==> src/rtl/vga_layer_compositor.sv <==
// -----------------------------------------------------------------------------
// vga_layer_compositor
//
// Pixel compositor for the game display. Once per frame it latches the pipe,
// bird and score registers into shadow copies, so the scene cannot tear
// mid-frame. It hit-tests every pixel against NUM_PIPES pipe channels and the
// bird, then resolves layer priority through a two-stage pixel pipeline. It
// also reports whether the bird overlapped a pipe anywhere in the previous
// frame.
//
// Ports:
//   clk, reset        system clock, synchronous active-high reset
//   pix_en            pixel strobe; every register advances only when high
//   active            active-video flag from the timing generator
//   screen_end        one-strobe frame boundary marker (shadow latch point)
//   hsync_in/vsync_in raw syncs from the timing generator
//   x, y              current pixel column / row
//   pipe_x            signed left edge per pipe channel (32 bits each)
//   pipe_bottom_top   top row of the lower pipe, per channel
//   pipe_gap          gap height, per channel
//   bird_top          bird top row
//   current_score     live score (any nonzero value selects game mode)
//   bg_color          background ROM data, aligned to stage 1
//   bird_color        bird ROM data, aligned to stage 1
//   ovl_hit           overlay coverage per layer, aligned to stage 1
//   ovl_color         overlay colour per layer, aligned to stage 1
//   rgb               composited pixel, blanked outside active video
//   hsync, vsync      syncs delayed to line up with rgb
//   game_mode         1 = game scene, 0 = splash; moves only at frame boundary
//   frame_collision   bird touched a pipe during the previous frame
// -----------------------------------------------------------------------------
module vga_layer_compositor #(
  parameter int              NUM_PIPES      = 4,
  parameter int              NUM_OVL        = 3,
  parameter int              BPC            = 12,
  parameter int              PIPE_WIDTH     = 57,
  parameter logic [BPC-1:0]  PIPE_COLOR     = 12'h3A3,
  parameter int              BIRD_LEFT_EDGE = 60,
  parameter int              BIRD_WIDTH     = 47,
  parameter int              BIRD_HEIGHT    = 33
) (
  input  logic                      clk,
  input  logic                      reset,
  input  logic                      pix_en,
  input  logic                      active,
  input  logic                      screen_end,
  input  logic                      hsync_in,
  input  logic                      vsync_in,
  input  logic [9:0]                x,
  input  logic [8:0]                y,
  input  logic [32*NUM_PIPES-1:0]   pipe_x,
  input  logic [32*NUM_PIPES-1:0]   pipe_bottom_top,
  input  logic [32*NUM_PIPES-1:0]   pipe_gap,
  input  logic [31:0]               bird_top,
  input  logic [31:0]               current_score,
  input  logic [BPC-1:0]            bg_color,
  input  logic [BPC-1:0]            bird_color,
  input  logic [NUM_OVL-1:0]        ovl_hit,
  input  logic [BPC*NUM_OVL-1:0]    ovl_color,
  output logic [BPC-1:0]            rgb,
  output logic                      hsync,
  output logic                      vsync,
  output logic                      game_mode,
  output logic                      frame_collision
);

  localparam logic signed [32:0] PIPE_W_S  = 33'(PIPE_WIDTH);
  localparam logic signed [32:0] BIRD_X0_S = 33'(BIRD_LEFT_EDGE);
  localparam logic signed [32:0] BIRD_W_S  = 33'(BIRD_WIDTH);
  localparam logic signed [32:0] BIRD_H_S  = 33'(BIRD_HEIGHT);

  // Per-frame shadow copies of the game-object registers.
  logic signed [31:0] px_sh  [NUM_PIPES];
  logic signed [31:0] bt_sh  [NUM_PIPES];
  logic signed [31:0] gap_sh [NUM_PIPES];
  logic signed [31:0] bird_top_sh;
  logic        [31:0] score_sh;

  // Pipe hit test, 33-bit signed so off-screen edges never wrap.
  function automatic logic pipe_hit_f(
    input logic signed [31:0] px,
    input logic signed [31:0] bt,
    input logic signed [31:0] gap,
    input logic signed [32:0] xs,
    input logic signed [32:0] ys
  );
    logic signed [32:0] px_e, bt_e, gap_e;
    logic enabled, in_col, in_row;
    px_e    = $signed({px[31], px});
    bt_e    = $signed({bt[31], bt});
    gap_e   = $signed({gap[31], gap});
    enabled = (px != 32'sd0) || (bt != 32'sd0) || (gap != 32'sd0);
    in_col  = (xs >= px_e) && (xs < px_e + PIPE_W_S);
    in_row  = (ys < bt_e - gap_e) || (ys >= bt_e);
    return enabled && in_col && in_row;
  endfunction

  function automatic logic bird_hit_f(
    input logic signed [31:0] top,
    input logic signed [32:0] xs,
    input logic signed [32:0] ys
  );
    logic signed [32:0] top_e;
    top_e = $signed({top[31], top});
    return (xs >= BIRD_X0_S) && (xs < BIRD_X0_S + BIRD_W_S) &&
           (ys >= top_e) && (ys < top_e + BIRD_H_S);
  endfunction

  // Layer priority. Lower pipe / overlay index wins, so later writes override.
  function automatic logic [BPC-1:0] compose_f(
    input logic                   game,
    input logic [NUM_PIPES-1:0]   pipe_hit,
    input logic                   bird_hit,
    input logic [NUM_OVL-1:0]     oh,
    input logic [BPC*NUM_OVL-1:0] oc,
    input logic [BPC-1:0]         bg,
    input logic [BPC-1:0]         bird
  );
    logic [BPC-1:0] c;
    c = bg;
    if (game) begin
      if (bird_hit) c = bird;
      if (|pipe_hit) c = PIPE_COLOR;
      if (oh[0]) c = oc[BPC-1:0];
    end else begin
      for (int k = NUM_OVL - 1; k >= 0; k--) begin
        if (oh[k]) c = oc[BPC*k +: BPC];
      end
    end
    return c;
  endfunction

  // Stage 0: combinational hit tests against the shadow registers.
  logic signed [32:0]   xs_p0, ys_p0;
  logic [NUM_PIPES-1:0] pipe_hit_p0;
  logic                 bird_hit_p0;

  assign xs_p0 = $signed({23'd0, x});
  assign ys_p0 = $signed({24'd0, y});

  always_comb begin
    pipe_hit_p0 = '0;
    for (int i = 0; i < NUM_PIPES; i++) begin
      pipe_hit_p0[i] = pipe_hit_f(px_sh[i], bt_sh[i], gap_sh[i], xs_p0, ys_p0);
    end
    bird_hit_p0 = bird_hit_f(bird_top_sh, xs_p0, ys_p0);
  end

  // game_mode is a pure function of the shadow registers, which only move at
  // screen_end, so it is equivalent to registering the OR of the inputs there.
  always_comb begin
    game_mode = (bird_top_sh != 32'sd0) || (score_sh != 32'd0);
    for (int i = 0; i < NUM_PIPES; i++) begin
      game_mode = game_mode || (px_sh[i] != 32'sd0) ||
                  (bt_sh[i] != 32'sd0) || (gap_sh[i] != 32'sd0);
    end
  end

  // Stage 1 / stage 2 registers.
  logic [NUM_PIPES-1:0] pipe_hit_p1;
  logic                 bird_hit_p1;
  logic                 vld_p1;
  logic                 hsync_p1, vsync_p1;
  logic [BPC-1:0]       rgb_p2;
  logic                 hsync_p2, vsync_p2;
  logic                 coll_sticky;
  logic                 coll_set;

  assign coll_set = game_mode && vld_p1 && bird_hit_p1 && (|pipe_hit_p1);

  always_ff @(posedge clk) begin
    if (reset) begin
      for (int i = 0; i < NUM_PIPES; i++) begin
        px_sh[i]  <= '0;
        bt_sh[i]  <= '0;
        gap_sh[i] <= '0;
      end
      bird_top_sh     <= '0;
      score_sh        <= '0;
      pipe_hit_p1     <= '0;
      bird_hit_p1     <= 1'b0;
      vld_p1          <= 1'b0;
      hsync_p1        <= 1'b1;
      vsync_p1        <= 1'b1;
      rgb_p2          <= '0;
      hsync_p2        <= 1'b1;
      vsync_p2        <= 1'b1;
      coll_sticky     <= 1'b0;
      frame_collision <= 1'b0;
    end else if (pix_en) begin
      // Stage 0 -> 1: capture hit vectors alongside active and syncs.
      pipe_hit_p1 <= pipe_hit_p0;
      bird_hit_p1 <= bird_hit_p0;
      vld_p1      <= active;
      hsync_p1    <= hsync_in;
      vsync_p1    <= vsync_in;

      // Stage 1 -> 2: resolve priority against the ROM data, blank when idle.
      rgb_p2   <= vld_p1 ? compose_f(game_mode, pipe_hit_p1, bird_hit_p1, ovl_hit,
                                     ovl_color, bg_color, bird_color) : '0;
      hsync_p2 <= hsync_p1;
      vsync_p2 <= vsync_p1;

      if (screen_end) begin
        // A hit on the last pixel of the frame still counts for this frame.
        frame_collision <= coll_sticky || coll_set;
        coll_sticky     <= 1'b0;
        for (int i = 0; i < NUM_PIPES; i++) begin
          px_sh[i]  <= $signed(pipe_x[32*i +: 32]);
          bt_sh[i]  <= $signed(pipe_bottom_top[32*i +: 32]);
          gap_sh[i] <= $signed(pipe_gap[32*i +: 32]);
        end
        bird_top_sh <= $signed(bird_top);
        score_sh    <= current_score;
      end else if (coll_set) begin
        coll_sticky <= 1'b1;
      end
    end
  end

  assign rgb   = rgb_p2;
  assign hsync = hsync_p2;
  assign vsync = vsync_p2;

endmodule

==> config.mk <==
export PLATFORM = sky130hd
export DESIGN_NAME = vga_layer_compositor
export DESIGN_NICKNAME = d
export VERILOG_FILES = /design/src/rtl/vga_layer_compositor.sv
export SDC_FILE = /design/constraint.sdc
export NUM_CORES = 1
export LEC_CHECK = 0
export ABC_AREA = 0
export BUFFER_PORTS_ARGS = -buffer_cell sky130_fd_sc_hd__buf_2
export CORE_ASPECT_RATIO = 1.25
export CORE_MARGIN = 4
export CORE_UTILIZATION = 64
export CTS_BUF_LIST = sky130_fd_sc_hd__clkbuf_2
export DETAILED_ROUTE_END_ITERATION = 6
export PLACE_DENSITY_LB_ADDON = 0.25
export SLEW_MARGIN = 20
export SYNTH_ARGS = -nofsm -noshare
export SYNTH_HDL_FRONTEND = slang
export SYNTH_SLANG_ARGS = --single-unit
==> constraint.sdc <==
create_clock -name clk -period 39.7 [get_ports clk]
set_input_delay 5.955 -clock clk [delete_from_list [all_inputs] [get_ports clk]]
set_output_delay 5.955 -clock clk [all_outputs]
set_load 0.02 [all_outputs]
==> impl_metrics.tcl <==
set metrics [dict create \
    maxCapViolCount 0 \
    worstReg2RegStart "gap_sh[2][0]" \
    fin_nets 4961 \
    tightest_slew_ps 1360 \
    synth-edff-count 384 \
    clkPwrFrac_pct 24.9 \
    final_area_um2 37800 \
    path_buf_inv 2 \
    grt_first_pass_wirelength_um 153000 \
    io_buffers 552 \
    rsz0062_at_grt "no" \
    cts-root-buf "clkbuf_2" \
    die_h_um 264 \
    netlist_instances 3562 \
    arrival_ps 4530 \
    cts_tree "yes" \
    setup_viol 0 \
    yosysUniqueCellTypes 89 \
    post_drt_wl_per_cell_um 20.3 \
    antenna_found_initial 15 \
    die_w_um 213 \
    postCtsHoldBufs 0 \
    start_util_pct 64.9 \
    ant_nets 0 \
    clock_sinks 472 \
    max_clock_freq_ghz 0.0954 \
    synth_top_area_share_pct 34.4 \
    vdd_drop_max_mv 0.0236 \
    dp_hpwl_um 77000 \
    yosysWarnings 0 \
    final.min_clock_period_ps 10490 \
    crit_path_start_kind "flop" \
    ys_seq_area_share_pct 39.7 \
    first_pass_iters 6 \
    skew_ps 124 \
    ctsResizeCount 0 \
    synthTopCellsByArea "edfxtp_1, ha_1, and2_1" \
    crit_type "flop to output port" \
    boundaryPins 553 \
    finalNonFillerCells 4886 \
    synth-main-ff-cell "edfxtp_1" \
    core_um2 51700 \
    fin_util_pct 73.2 \
    synthesis.nets 4407 \
    placed_area_um2 36700 \
    clock_path_buffers 3 \
    reg2reg_to "pipe_hit_p1[2]" \
    synth-seq-cells 472 \
    routed_wl_um 99400 \
    drt_iter0_markers 2657 \
    synthToLayoutAreaGrowth_pct 12.9 \
    async_reset_ff_share_pct 0 \
    cts_max_level 3 \
    fin_crit_sh_pct 26.4 \
    p_per_area_nw_per_um2 35.1 \
    postCtsSetupBuffers 0 \
    leakage_nw 16.4 \
    grt_use_total_pct 34.1 \
    rr_worst_depth 20 \
    slew_violations 0 \
    status "finished clean" \
    critical-path-top-delay-family "simple AND/OR/NAND/NOR gates" \
    tns_ps 0 \
    clock_latency_ps 1220 \
    end_kind "output port" \
    grt_pass1_vias 29100 \
    pwr-share-seq_pct 46.0 \
    cpPeakStageDelay_ps 790 \
    hp-class "flop to flop" \
    hold_path_depth 1 \
    hold_end "hsync" \
    overflow 0 \
    crit_path_top_delay_cell "or4_1" \
    mostFrequentLayoutCell "buf_2" \
    synthesis.area_um2 33500 \
    cts_buffers 110 \
    critical_path_required_ps 33740 \
    switching_share_pct 34.9 \
    grt_max_degree 198 \
    p_int_mw 0.865 \
    pwr-share-comb_pct 29.1 \
    vias 30100 \
    p_switching_mw 0.463 \
    layout-drive-gt1-share_pct 18.4 \
    place.gp.congestion 1.00 \
    yosysTopAreaCell "edfxtp_1" \
    hold_viol_final 0 \
    place_inst 4669 \
    final_cell_mix "buf_2, and2_1, edfxtp_1" \
    path_cells "inv_1 > ha_1 > nor4b_1 > nand4_1 > nor4_1 > nand3_1 > nand4b_1 > or4_1 > buf_2" \
    slew_headroom_pct 9.22 \
    power_mw 1.33 \
    rows 93 \
    dieArea_um2 56100 \
    vias_per_cell 6.16 \
    critical_path.max_fanout 8 \
    min_from "hsync_p1" \
    drc 0 \
    avgSynthCellArea_um2 9.41 \
    reg2reg_slack_ps 35140 \
    cts.reportedPaths.clkPinSlew_ps 100 \
]
==> power by group through the flow <==
stage                     clock network, mW  logic (mW)  registers (mW)
after floorplan                           0       0.272           0.617
after global placement                    0       0.373           0.619
after detailed placement                  0       0.377           0.621
after CTS                             0.339       0.380           0.609
after global routing                  0.363       0.430           0.615
final                                 0.331       0.386           0.611
==> cell usage after synthesis (89+ instances only) <==
master,count
nand2_1,225
xnor2_1,89
o21ai_0,160
a21oi_1,198
and2_1,403
clkbuf_1,96
nor3_1,89
nor2_1,156
ha_1,304
inv_1,276
nor4_1,115
edfxtp_1,384
==> registers in the layout, summed over array words and instances, names as in the netlist <==
name / flops
rgb: 12
coll_sticky: 1
vsync_p1: 1
vsync: 1
score_sh: 32
frame_collision: 1
bird_hit_p1: 1
vld_p1: 1
hsync: 1
pipe_hit_p1: 4
bt_sh: 128
gap_sh: 128
px_sh: 128
hsync_p1: 1
bird_top_sh: 32
==> worst register-to-register path, stage by stage (launching register included) <==
cell and delay [ps]:
edfxtp_1 450, ha_1 240, fa_1 450, nor2b_1 180, o2111ai_1 150, nand2_1 100, o21ai_0 100, nand2b_1 90
a21oi_1 70, xor2_1 150, ha_1 280, o22ai_1 90, a221oi_1 230, o2111ai_1 140, nor4_1 280, o2111ai_1 140
or4_1 520, a2111oi_2 370, nand4b_1 160, nor3b_1 220, a211oi_1 70
==> per-stage QoR <==
step	setup WS (ps)	hold WS, ps
floorplan	21840	431
global placement	30400	431
detailed placement	30430	437
CTS	29120	444
global route	29040	470
finish	29210	444
==> cell families after synthesis <==
group / Yosys count / share of synthesized area [%]
AND/OR/NAND/NOR: 1369 / 22.5
AO/OA/AOI/OAI: 835 / 16.7
flip-flops: 472 / 39.7
buffers and inverters: 394 / 4.49
adder cells (fa/ha/maj): 308 / 11.6
XOR/XNOR: 128 / 3.35
multiplexers: 56 / 1.70
==> routing by layer <==
layer | routed length [µm] | part of all wire (%) | up-vias | global-route usage [%]
li1 | - | - | 14400 | -
met1 | 39400 | 40 | 14100 | 43.6
met2 | 46600 | 47 | 1365 | 56.1
met5 | 86 | 0.087 | - | 0
met3 | 8830 | 8.9 | 278 | 6.90
met4 | 4410 | 4.4 | 12 | 14.7
==> layout make-up <==
class | instances | area, µm²
Clock inverter | 52 | 303
Tap cell | 665 | 832
Antenna cell | 14 | 35.0
Timing Repair Buffer | 560 | 2840
Inverter | 276 | 1040
Clock buffer | 151 | 756
Fill cell | 4009 | 13800
Sequential cell | 472 | 13300
Multi-Input combinational cell | 2696 | 18700
==> worst max path at each step <==
stage                start           to  slack [ps]  cells after the start
6_report       px_sh[1][0]    game_mode       29210                      9
3_3_place_gp   px_sh[1][0]    game_mode       30400                      9
5_1_grt        px_sh[1][0]    game_mode       29040                      9
4_1_cts        px_sh[1][0]    game_mode       29120                      9
3_5_place_dp   px_sh[1][0]    game_mode       30430                      9
2_1_floorplan       pix_en  bt_sh[0][0]       21840                      4
(Power assumes the default switching activity.)
